## config.mk

```make
export PLATFORM = sky130hd
export DESIGN_NAME = cache_prof_reader
export DESIGN_NICKNAME = d
export VERILOG_FILES = /design/src/rtl/cache_prof_reader.sv
export SDC_FILE = /design/constraint.sdc
export NUM_CORES = 1
export LEC_CHECK = 0
export BUFFER_PORTS_ARGS = -buffer_cell sky130_fd_sc_hd__buf_2
export CAP_MARGIN = 20
export CELL_PAD_IN_SITES_DETAIL_PLACEMENT = 0
export CELL_PAD_IN_SITES_GLOBAL_PLACEMENT = 1
export CORE_MARGIN = 1.5
export CORE_UTILIZATION = 43
export CTS_CLUSTER_DIAMETER = 120
export DETAILED_ROUTE_END_ITERATION = 16
export PLACE_DENSITY_LB_ADDON = 0.1
export SLEW_MARGIN = 5
export SYNTH_ARGS = -nofsm -noshare
export SYNTH_HDL_FRONTEND = slang
export SYNTH_SLANG_ARGS = --single-unit
```

## constraint.sdc

```tcl
create_clock -name clk_i -period 14.93 [get_ports clk_i]
set_input_delay 0.7465 -clock clk_i [delete_from_list [all_inputs] [get_ports clk_i]]
set_output_delay 0.7465 -clock clk_i [all_outputs]
set_load 0.01 [all_outputs]
```

## src/rtl/cache_prof_reader.sv

```systemverilog
`default_nettype none
// cache_prof_reader: atomic snapshot + 32-bit device-bus readout of the six cache profiler counters. Rev 1.0
// Optional macro PROF_CLR_EN adds the CTRL bit1 clear pulse on prof_clr_o.
module cache_prof_reader #(
  parameter int CNT_BITS = 64,
  parameter int XLEN     = 32
) (
  input  logic                clk_i,
  input  logic                rst_i,
  input  logic [CNT_BITS-1:0] iflush_cnt_i,
  input  logic [CNT_BITS-1:0] iflush_ltc_i,
  input  logic [CNT_BITS-1:0] dflush_rd_cnt_i,
  input  logic [CNT_BITS-1:0] dflush_rd_ltc_i,
  input  logic [CNT_BITS-1:0] dflush_wb_cnt_i,
  input  logic [CNT_BITS-1:0] dflush_wb_ltc_i,
  input  logic                S_DEVICE_strobe_i,
  input  logic [XLEN-1:0]     S_DEVICE_addr_i,
  input  logic                S_DEVICE_rw_i,
  input  logic [XLEN-1:0]     S_DEVICE_data_i,
  output logic                S_DEVICE_ready_o,
  output logic [XLEN-1:0]     S_DEVICE_data_o
`ifdef PROF_CLR_EN
  ,
  output logic                prof_clr_o
`endif
);

  localparam logic [0:0] S_IDLE = 1'b0;
  localparam logic [0:0] S_RESP = 1'b1;

  localparam logic [5:0] c_WORD_CTRL = 6'd0;
  localparam logic [5:0] c_WORD_SEQ  = 6'd1;
  localparam logic [5:0] c_WORD_CNT0 = 6'd2;
  localparam logic [5:0] c_WORD_CNTN = 6'd13;

  logic [0:0]          r_state;
  logic [5:0]          r_word;
  logic                r_rw;
  logic [1:0]          r_wbits;
  logic [XLEN-1:0]     r_snap_seq;
  logic [CNT_BITS-1:0] r_shadow [6];

  logic [CNT_BITS-1:0] w_live [6];
  logic [63:0]         w_ext [6];
  logic [XLEN-1:0]     w_cnt_word [12];
  logic [5:0]          w_k;
  logic [XLEN-1:0]     w_rdata;
  logic                w_ctrl_wr;
  logic                w_snap;

  assign w_live[0] = iflush_cnt_i;
  assign w_live[1] = iflush_ltc_i;
  assign w_live[2] = dflush_rd_cnt_i;
  assign w_live[3] = dflush_rd_ltc_i;
  assign w_live[4] = dflush_wb_cnt_i;
  assign w_live[5] = dflush_wb_ltc_i;

  // Shadows are zero-extended so narrow counters read 0 in the hi word.
  for (genvar gi = 0; gi < 6; gi++) begin : g_word
    assign w_ext[gi]            = 64'(r_shadow[gi]);
    assign w_cnt_word[2*gi]     = w_ext[gi][31:0];
    assign w_cnt_word[2*gi + 1] = w_ext[gi][63:32];
  end

  assign w_ctrl_wr = (r_state == S_RESP) && r_rw && (r_word == c_WORD_CTRL);
  assign w_snap    = w_ctrl_wr && r_wbits[0];
  assign w_k       = r_word - c_WORD_CNT0;

  always_ff @(posedge clk_i) begin
    if (rst_i) begin
      r_state    <= S_IDLE;
      r_word     <= '0;
      r_rw       <= 1'b0;
      r_wbits    <= '0;
      r_snap_seq <= '0;
      for (int i = 0; i < 6; i++) r_shadow[i] <= '0;
    end else begin
      case (r_state)
        S_IDLE: begin
          if (S_DEVICE_strobe_i) begin
            r_word  <= S_DEVICE_addr_i[7:2];
            r_rw    <= S_DEVICE_rw_i;
            r_wbits <= S_DEVICE_data_i[1:0];
            r_state <= S_RESP;
          end
        end
        default: begin
          // Strobes seen here are dropped; the master keeps one request in flight.
          r_state <= S_IDLE;
          if (w_snap) begin
            for (int i = 0; i < 6; i++) r_shadow[i] <= w_live[i];
            r_snap_seq <= r_snap_seq + 1'b1;
          end
        end
      endcase
    end
  end

`ifdef PROF_CLR_EN
  logic r_clr;

  // Clear fires on the snapshot edge, so a combined write snapshots pre-clear values.
  always_ff @(posedge clk_i) begin
    if (rst_i) r_clr <= 1'b0;
    else       r_clr <= w_ctrl_wr && r_wbits[1];
  end

  assign prof_clr_o = r_clr;

  logic w_unused_ok;
  assign w_unused_ok = &{1'b0, S_DEVICE_addr_i[XLEN-1:8], S_DEVICE_addr_i[1:0],
                         S_DEVICE_data_i[XLEN-1:2], w_k[5:4]};
`else
  logic w_unused_ok;
  assign w_unused_ok = &{1'b0, S_DEVICE_addr_i[XLEN-1:8], S_DEVICE_addr_i[1:0],
                         S_DEVICE_data_i[XLEN-1:2], w_k[5:4], r_wbits[1]};
`endif

  always_comb begin
    w_rdata = '0;
    if (!r_rw) begin
      if (r_word == c_WORD_SEQ) begin
        w_rdata = r_snap_seq;
      end else if (r_word >= c_WORD_CNT0 && r_word <= c_WORD_CNTN) begin
        w_rdata = w_cnt_word[w_k[3:0]];
      end
    end
  end

  assign S_DEVICE_ready_o = (r_state == S_RESP);
  assign S_DEVICE_data_o  = S_DEVICE_ready_o ? w_rdata : '0;

endmodule
`default_nettype wire

```

# After elaboration in Yosys (flattened, before gate mapping)
# Memories as Yosys holds them, arrays and structs flattened.
# Index checks and enable logic that the tools add are counted.
[op_classes]
addsub = 2
order_cmp = 3
eq_ne = 1
mux = 20
bitwise = 8
n_reduce_logical = 8
[op_table]
columns = ["operator", "n"]
rows = [
  ["64-bit 2-to-1 mux", 6],
  ["32-bit 2-to-1 mux", 6],
  ["32-bit binary-select mux with 4-bit select", 1],
  ["32-bit by 1-bit adder with 32-bit output, second input constant", 1],
  ["1-bit 2-to-1 mux", 7],
  ["6-bit by 1-bit equality test with 1-bit output, second input constant", 1],
  ["6-bit by 2-bit >= comparator with 1-bit output, second input constant", 1],
  ["6-bit by 4-bit <= comparator with 1-bit output, second input constant", 1],
  ["6-bit zero test", 1],
  ["1-bit bitwise OR", 6],
  ["5-bit >= comparator, second input constant", 1],
  ["4-bit NOT with 5-bit output", 1],
  ["1-bit logical AND", 4],
  ["2-bit AND reduction", 2],
  ["4-bit by 2-bit subtractor with 4-bit output, second input constant", 1],
  ["2-bit OR reduction", 1],
  ["1-bit NOT", 1],
]
[word_totals]
regBits = 41
mem_bits_rw = 384
inputBits = 452
output_inout_bits = 33
elab_cells = 48
n_memories = 1
[memory_table]
columns = ["name", "depth", "word_bits", "read_ports", "rd_ports_with_merged_regs", "write_ports", "line", "source"]
rows = [
  ["r_shadow", 6, 64, 6, 0, 6, "41", "logic [CNT_BITS-1:0] r_shadow [6];"],
]

# Logic depth before layout (Yosys ltp)
# Gate-level depths: netlist of the first run.
[depth]
ltp_word = 9
depth_mapped = 11
ltp_nobuf = 6

# Worst setup path after synthesis of the first run
# No wires, ideal clock.
[synth_timing]
kind = "input-to-reg"
start = "input port rst_i"
end = "memory r_shadow[0][0] (enable)"
setup_time_ns = 0.817
arrival_time_ns = 10.382
required_time_ns = 14.113
path_slack_ns = 3.731
path_stages = 3
path_buffers = 2
cell_sequence = "clkbuf_1 clkbuf_1 nand2b_1"
[synth_rtl]
columns = ["element", "line", "source"]
rows = [
  ["from (decl)", "9", "input logic rst_i,"],
  ["to (decl)", "41", ""],
]

# Worst setup path in the final report of the first run
[layout_timing]
start = "register r_word[1]"
end = "output port S_DEVICE_data_o[25]"
[layout_via]
elab_chain_len = 9
word_cells_on_any_way = 13
cone_classes = "1 x add/sub; 2 x order compare; 1 x eq/ne; 7 x mux; 1 x bitwise; 1 x reduce/logical"
[layout_rtl]
columns = ["element", "line", "source"]
rows = [
  ["from (decl)", "37", "logic [5:0] r_word;"],
  ["from (signal assigned)", "81", "r_word <= S_DEVICE_addr_i[7:2];"],
  ["4-bit by 2-bit subtractor with 4-bit output", "67", "assign w_k = r_word - c_WORD_CNT0;"],
  ["4-bit NOT with 5-bit output (implied by the code)", "125", "w_rdata = w_cnt_word[w_k[3:0]];"],
  ["32-bit binary-select mux with 4-bit select", "125", ""],
  ["32-bit 2-to-1 mux (implied by the code) (2 in series)", "125", ""],
  ["32-bit 2-to-1 mux", "124", "end else if (r_word >= c_WORD_CNT0 && r_word <= c_WORD_CNTN) begin"],
  ["32-bit 2-to-1 mux (*)", "122", "if (r_word == c_WORD_SEQ) begin"],
  ["32-bit 2-to-1 mux (*)", "121", "if (!r_rw) begin"],
  ["32-bit 2-to-1 mux (*)", "131", "assign S_DEVICE_data_o = S_DEVICE_ready_o ? w_rdata : '0;"],
  ["to (decl)", "21", "output logic [XLEN-1:0] S_DEVICE_data_o"],
]
# Mark *: on every way between the ends. The rest lies on a longest branch, timed or not. The select of a mux whose other input is x is not followed.

==> results.json, run 1 <==
{
  "status": "complete, no violations",
  "wirelength_mm": 49.4,
  "synthesis.instances": 1308,
  "gr-usage-all-layers_pct": 21.3,
  "reg2reg_to": "r_shadow[0][42]",
  "insertion_delay_ns": 0.56,
  "synth_ff_type": "edfxtp_1",
  "finalSetupViolCount": 0,
  "worstSetupPathType": "flop to output pin",
  "grt.met3_usage_pct": 5.02,
  "root_buffer": "clkbuf_16",
  "slew_viol_final": 0,
  "grt_busiest_layer": "met2",
  "nNetsFinal": 2156,
  "reg2reg_slack_ns": 10.82,
  "pre_cts_slack_ns": 10.31,
  "grt_pass1_vias": 12275,
  "met2_usage_pct": 34.2,
  "firstDrtPassIters": 4,
  "io_buffers": 427,
  "synth_warnings": 0,
  "wl_per_cell_um": 21.1,
  "cts_max_path_buffers": 3,
  "hold_violations": 0,
  "fin_crit_sh_pct": 29.8,
  "synth_seq_cells": 425,
  "chipHeight_um": 215,
  "syn2layout_area_growth_pct": 21.4,
  "cp_cell_sequence": "inv_1 -> ha_1 -> inv_2 -> mux2i_1 -> nor2_1 -> a221o_2 -> buf_2",
  "gp_congestion": 0.787,
  "critPathMaxFanout": 26,
  "hp-start": "S_DEVICE_addr_i[2]",
  "clk_pin_slew_ns": 0.06,
  "grt.met1_usage_pct": 28.7,
  "hold_slack_ns": 0.424,
  "grt_max_degree": 335,
  "relSlewSlack_pct": 10.9,
  "critPathSlowestCell": "inv_2",
  "endpoint_kind": "output pin",
  "drive_gt1_share_pct": 36.9,
  "holdPathStages": 3,
  "die_area_mm2": 0.0462,
  "numCtsBuffers": 46,
  "layout_common_cells": "buf_2, and2_1, edfxtp_1",
  "rsz0062_at_grt": "no",
  "vias_per_cell": 5.12,
  "rr_worst_depth": 5,
  "cp.required_ns": 14.18,
  "cts_tree": "yes",
  "route.detailed.drc": 0,
  "intPower_uw": 2070,
  "synthesis.area_mm2": 0.0193,
  "static-leakage-power_uw": 0.00931,
  "vias": 11972,
  "slowest_delay_ns": 0.76,
  "setup_ws_ns": 10.48,
  "core_area_mm2": 0.0443,
  "clkPwrFrac_pct": 42.2,
  "hold_buffers": 0,
  "start_kind": "flop",
  "detail-route-antenna-nets": 0,
  "crit_family": "buffers and inverters",
  "synth_edf_count": 384,
  "cts_setup_buffers": 0,
  "period_needed_ns": 4.45,
  "syn_avg_cell_area_um2": 14.8,
  "crit_arrival_ns": 3.70,
  "ys_types": 38,
  "switchingPower_uw": 556,
  "num_rows": 77,
  "initial_core_util_pct": 43.6,
  "grt_overflow": 0,
  "synth_nets": 1762,
  "cts_sinks": 425,
  "cts_htree_levels": 2,
  "path_buf_inv": 3,
  "worst_pin_slew_ns": 1.34,
  "final_common_cell": "buf_2",
  "fmax_mhz": 225,
  "final_core_util_pct": 52.9,
  "post_cts_resize_count": 0,
  "sw_frac_of_total_pct": 21.2,
  "stdcell_count": 2340,
  "ir_drop_mv": 0.0685,
  "antenna_found_initial": 25,
  "maxCapViolations": 0,
  "drt_iter0_drc": 864,
  "fin_tns_setup_ns": 0,
  "post-dp-hpwl_mm": 34.0,
  "ioPinCount": 485,
  "ys_seq_area_share_pct": 63.9,
  "p_per_area_mw_per_mm2": 112,
  "fin_skew_ns": 0.0123,
  "seqPwrFrac_pct": 51.1,
  "power_frac_comb_pct": 6.7,
  "grt_pass1_wl_mm": 73.4,
  "min_path_type": "primary input to flop",
  "dp_cells": 2245,
  "min_to": "r_word[0]",
  "die_width_um": 215,
  "async_reset_ff_share_pct": 0,
  "r2r-start": "r_word[1]"
}
-- synth_stat cells (2+ instances only) --
master	instances	share of area, %
buf_2	20	0.52
nand3_1	26	0.67
nand4_1	10	0.32
a32oi_1	5	0.23
nor2b_1	17	0.55
a221o_2	15	0.87
nor4_1	7	0.23
ha_1	2	0.13
and2_1	388	13
mux2i_1	27	1.4
a21oi_1	20	0.52
clkbuf_1	69	1.3
edfxtp_1	384	60
a221o_1	11	0.57
or3_1	11	0.36
mux2_2	17	0.99
dfxtp_1	41	4.2
and4_1	6	0.27
nand2_1	26	0.51
nor3_1	11	0.28
o21ai_0	12	0.31
nor2_1	54	1.0
nand2b_1	2	0.065
mux4_2	96	11
xor2_1	3	0.14
buf_6	3	0.17
inv_1	6	0.12
buf_1	4	0.078
and3_1	6	0.19
-- power groups by stage --
stage,Sequential (µW),Clock [µW],Combinational [µW]
after CTS,1340,1140,178
after global placement,1370,0,177
final,1340,1110,176
after global routing,1350,1180,191
after floorplan,1380,0,93.0
after detailed placement,1370,0,177
-- cell type report --
class                      instances  area, µm²
sequential                       425      12400
clock inverter                    20        166
clock buffer                      62       1290
antenna                           12       30.0
tap                              592        741
timing repair buffer             442       2290
inverter                           7       26.3
fill                            3853      20900
multi-input combinational        780       6540
-- worst reg2reg max path: cells and delay by family, from the launching register on --
kind | cells | cell delay, ns
and+or+nand+nor | 3 | 1.51
buffers and inverters | 2 | 1.64
DFF | 1 | 0.47
-- state kept, by name, indices dropped and copies added, names as in the netlist --
| register | cells |
|---|---|
| r_wbits | 1 |
| r_rw | 1 |
| r_shadow | 384 |
| r_word | 6 |
| r_snap_seq | 32 |
| S_DEVICE_ready_o | 1 |
-- cells by family after synthesis --
kind of cell	after synthesis	synth area share [%]
AOI/OAI and AO/OA	64	2.53
xor gates and xnor gates	4	0.181
adders and majority gates	2	0.130
buffers and inverters	103	2.25
DFF	425	63.9
muxes	140	13.6
and+or+nand+nor	570	17.4
-- per-layer routing --
layer / routed length (µm) / vias up
met4: 975 / 24
met5: 149 / -
met3: 3100 / 79
met1: 21200 / 5903
li1: - / 5651
met2: 23900 / 315
-- metrics by stage --
| stage | area (µm²) | total power, µW |
|---|---|---|
| after detailed placement | 21900 | 1550 |
| final | 23500 | 2630 |
| after floorplan | 19300 | 1480 |
| after global routing | 23400 | 2720 |
| after global placement | 21900 | 1540 |
| after CTS | 23400 | 2660 |
-- worst max path at each step --
stage / from / to / slack, ns / depth (start not counted)
global placement: rst_i / r_shadow[2][20] / 10.39 / 5
CTS: r_word[1] / S_DEVICE_data_o[30] / 10.41 / 7
floorplan: rst_i / r_shadow[0][0] / 3.73 / 3
detailed placement: rst_i / r_shadow[3][52] / 10.31 / 5
global route: r_word[1] / S_DEVICE_data_o[27] / 10.28 / 7
finish: r_word[1] / S_DEVICE_data_o[25] / 10.48 / 7
Note: power is estimated with default switching activity, not from simulation.
==> run 2: changes to the inputs <==
--- a/config.mk
+++ b/config.mk
@@ -10,7 +10,7 @@
 export CELL_PAD_IN_SITES_DETAIL_PLACEMENT = 0
 export CELL_PAD_IN_SITES_GLOBAL_PLACEMENT = 1
 export CORE_MARGIN = 1.5
-export CORE_UTILIZATION = 43
+export CORE_UTILIZATION = 39
 export CTS_CLUSTER_DIAMETER = 120
 export DETAILED_ROUTE_END_ITERATION = 16
 export PLACE_DENSITY_LB_ADDON = 0.1
==> constraint.sdc (replaced) <==
create_clock -name clk_i -period 3.9 [get_ports clk_i]
set_input_delay 0.195 -clock clk_i [delete_from_list [all_inputs] [get_ports clk_i]]
set_output_delay 0.195 -clock clk_i [all_outputs]
set_load 0.01 [all_outputs]
==> run 2 against run 1 <==
  * Wire length is 12% higher
  * Clock power grew to 3.9 times the previous value
  * Non-clock buffer count is 407 higher
  * Critical path type unchanged
==> results.json, run 2 (synthesis gave the netlist of run 1 again) <==
{
  "initial_core_util_pct": 39.5,
  "wirelength_mm": 55.1,
  "seqCellArea_mm2": 0.0124,
  "endpoint_kind": "output pin",
  "wl_per_cell_um": 19.5,
  "firstDrtPassIters": 5,
  "chipHeight_um": 226,
  "syn2layout_area_growth_pct": 43.6,
  "rsz0062_at_grt": "no",
  "setup_ws_ns": 0.418,
  "reg_top3": "r_shadow (384), r_snap_seq (32), r_word (6)",
  "p_per_area_mw_per_mm2": 380,
  "cts_setup_buffers": 0,
  "die_width_um": 226,
  "vias_per_cell": 4.81,
  "start_kind": "flop",
  "worstSetupPathType": "flop to output pin",
  "drive_gt1_share_pct": 30.6,
  "cp.required_ns": 3.70,
  "cts_htree_levels": 2,
  "layout_common_cells": "buf_2, dlygate4sd3_1, and2_1",
  "fin_crit_sh_pct": 89.3,
  "finalSetupViolCount": 0,
  "fin_tns_setup_ns": 0,
  "root_buffer": "clkbuf_16",
  "pre_cts_slack_ns": 0.918,
  "gp_congestion": 0.792,
  "rr_worst_depth": 5,
  "final_core_util_pct": 56.6,
  "die_area_mm2": 0.0509,
  "cts_max_path_buffers": 3,
  "route.detailed.drc": 0,
  "num_rows": 81,
  "n_fill_cell": 4073,
  "fmax_mhz": 287,
  "vias": 13568,
  "cts_tree": "yes",
  "io_buffers": 427,
  "relSlewSlack_pct": 39.3,
  "crit_arrival_ns": 3.29,
  "core_area_mm2": 0.0490,
  "post_cts_resize_count": 0,
  "cts_sinks": 425,
  "grt_max_degree": 174,
  "maxCapViolations": 0,
  "largest_reg_flops": 384,
  "hold_violations": 0,
  "drt_iter0_drc": 823,
  "gr-usage-all-layers_pct": 21.5,
  "worst_pin_slew_ns": 0.911,
  "holdPathStages": 3,
  "fin_skew_ns": 0.0108,
  "numCtsBuffers": 48,
  "critPathMaxFanout": 21,
  "grt_pass1_wl_mm": 81.4,
  "post-dp-hpwl_mm": 36.7,
  "nNetsFinal": 2565,
  "ioPinCount": 485,
  "top_register": "r_shadow",
  "grt_overflow": 0,
  "clk_pin_slew_ns": 0.05,
  "insertion_delay_ns": 0.57,
  "antenna_found_initial": 12,
  "static-leakage-power_uw": 0.0111,
  "period_needed_ns": 3.48,
  "hold_slack_ns": 0.0952,
  "slew_viol_final": 0,
  "detail-route-antenna-nets": 0,
  "grt_pass1_vias": 14165,
  "status": "complete, no violations",
  "final_common_cell": "buf_2",
  "min_path_type": "primary input to flop",
  "multi_input_area_mm2": 0.00655,
  "ir_drop_mv": 0.285,
  "hold_buffers": 392
}
run 2: changes by cell type in the layout (fill, tap and decap cells not counted):
| cell | before | now |
|---|---|---|
| buf_16 | 1 | 0 |
| clkbuf_1 | 9 | 17 |
| clkinv_1 | 10 | 7 |
| diode_2 | 12 | 9 |
| clkbuf_8 | 6 | 3 |
| clkbuf_16 | 47 | 49 |
| buf_12 | 2 | 12 |
| nand3_1 | 26 | 25 |
| inv_8 | 0 | 1 |
| nand3_2 | 0 | 1 |
| dlygate4sd3_1 | 0 | 392 |
| buf_4 | 12 | 18 |
| inv_6 | 1 | 2 |
run 2: final cells by class:
class                      instances  share of cell area (%)
sequential                       425                    44.6
multi-input combinational        780                    23.6
timing repair buffer             849                    23.2
clock buffer                      69                    4.80
tap                              664                    3.00
clock inverter                    19                   0.632
inverter                           7                  0.0948
antenna                            9                  0.0812
run 2: layer usage:
metal	track usage (%)	up-vias	share of wire (%)
met1	28.7	6641	44
li1	-	6475	-
met5	0	-	0.071
met4	6.21	6	2.2
met2	35.7	365	49
met3	4.12	81	4.9
run 2: worst max-delay path, stage by stage, from the launching register on:
cell and delay [ns]:
dfxtp_1 0.42, inv_1 0.07, ha_1 0.28, buf_4 0.18, inv_2 0.54, mux2i_1 0.62, nor2_1 0.12, a221o_2 0.31
buf_2 0.15
run 2: path summary, 6_finish.rpt:
check | startpoint | end | slack (ns)
worst max register to register | r_word[1] | r_snap_seq[31] | 1.17
worst min-delay path | S_DEVICE_strobe_i | S_DEVICE_ready_o | 0.1
worst max-delay path | r_word[2] | S_DEVICE_data_o[28] | 0.42
worst min register to register | r_wbits[0] | r_wbits[0] | 0.47
run 2: power by group:
part	switching [µW]	internal, µW	leakage (µW)
combinational	430	607	0.00603
clock	1790	2570	0.000737
sequential	54.6	5090	0.00431
run 2: per-stage QoR:
stage	instance area [µm²]	cells	total power, µW
detailed placement	22300	2333	5960
global placement	22300	2333	5950
global route	27700	2822	10900
CTS	27700	2813	10700
floorplan	19300	1308	5590
finish	27700	2822	10500
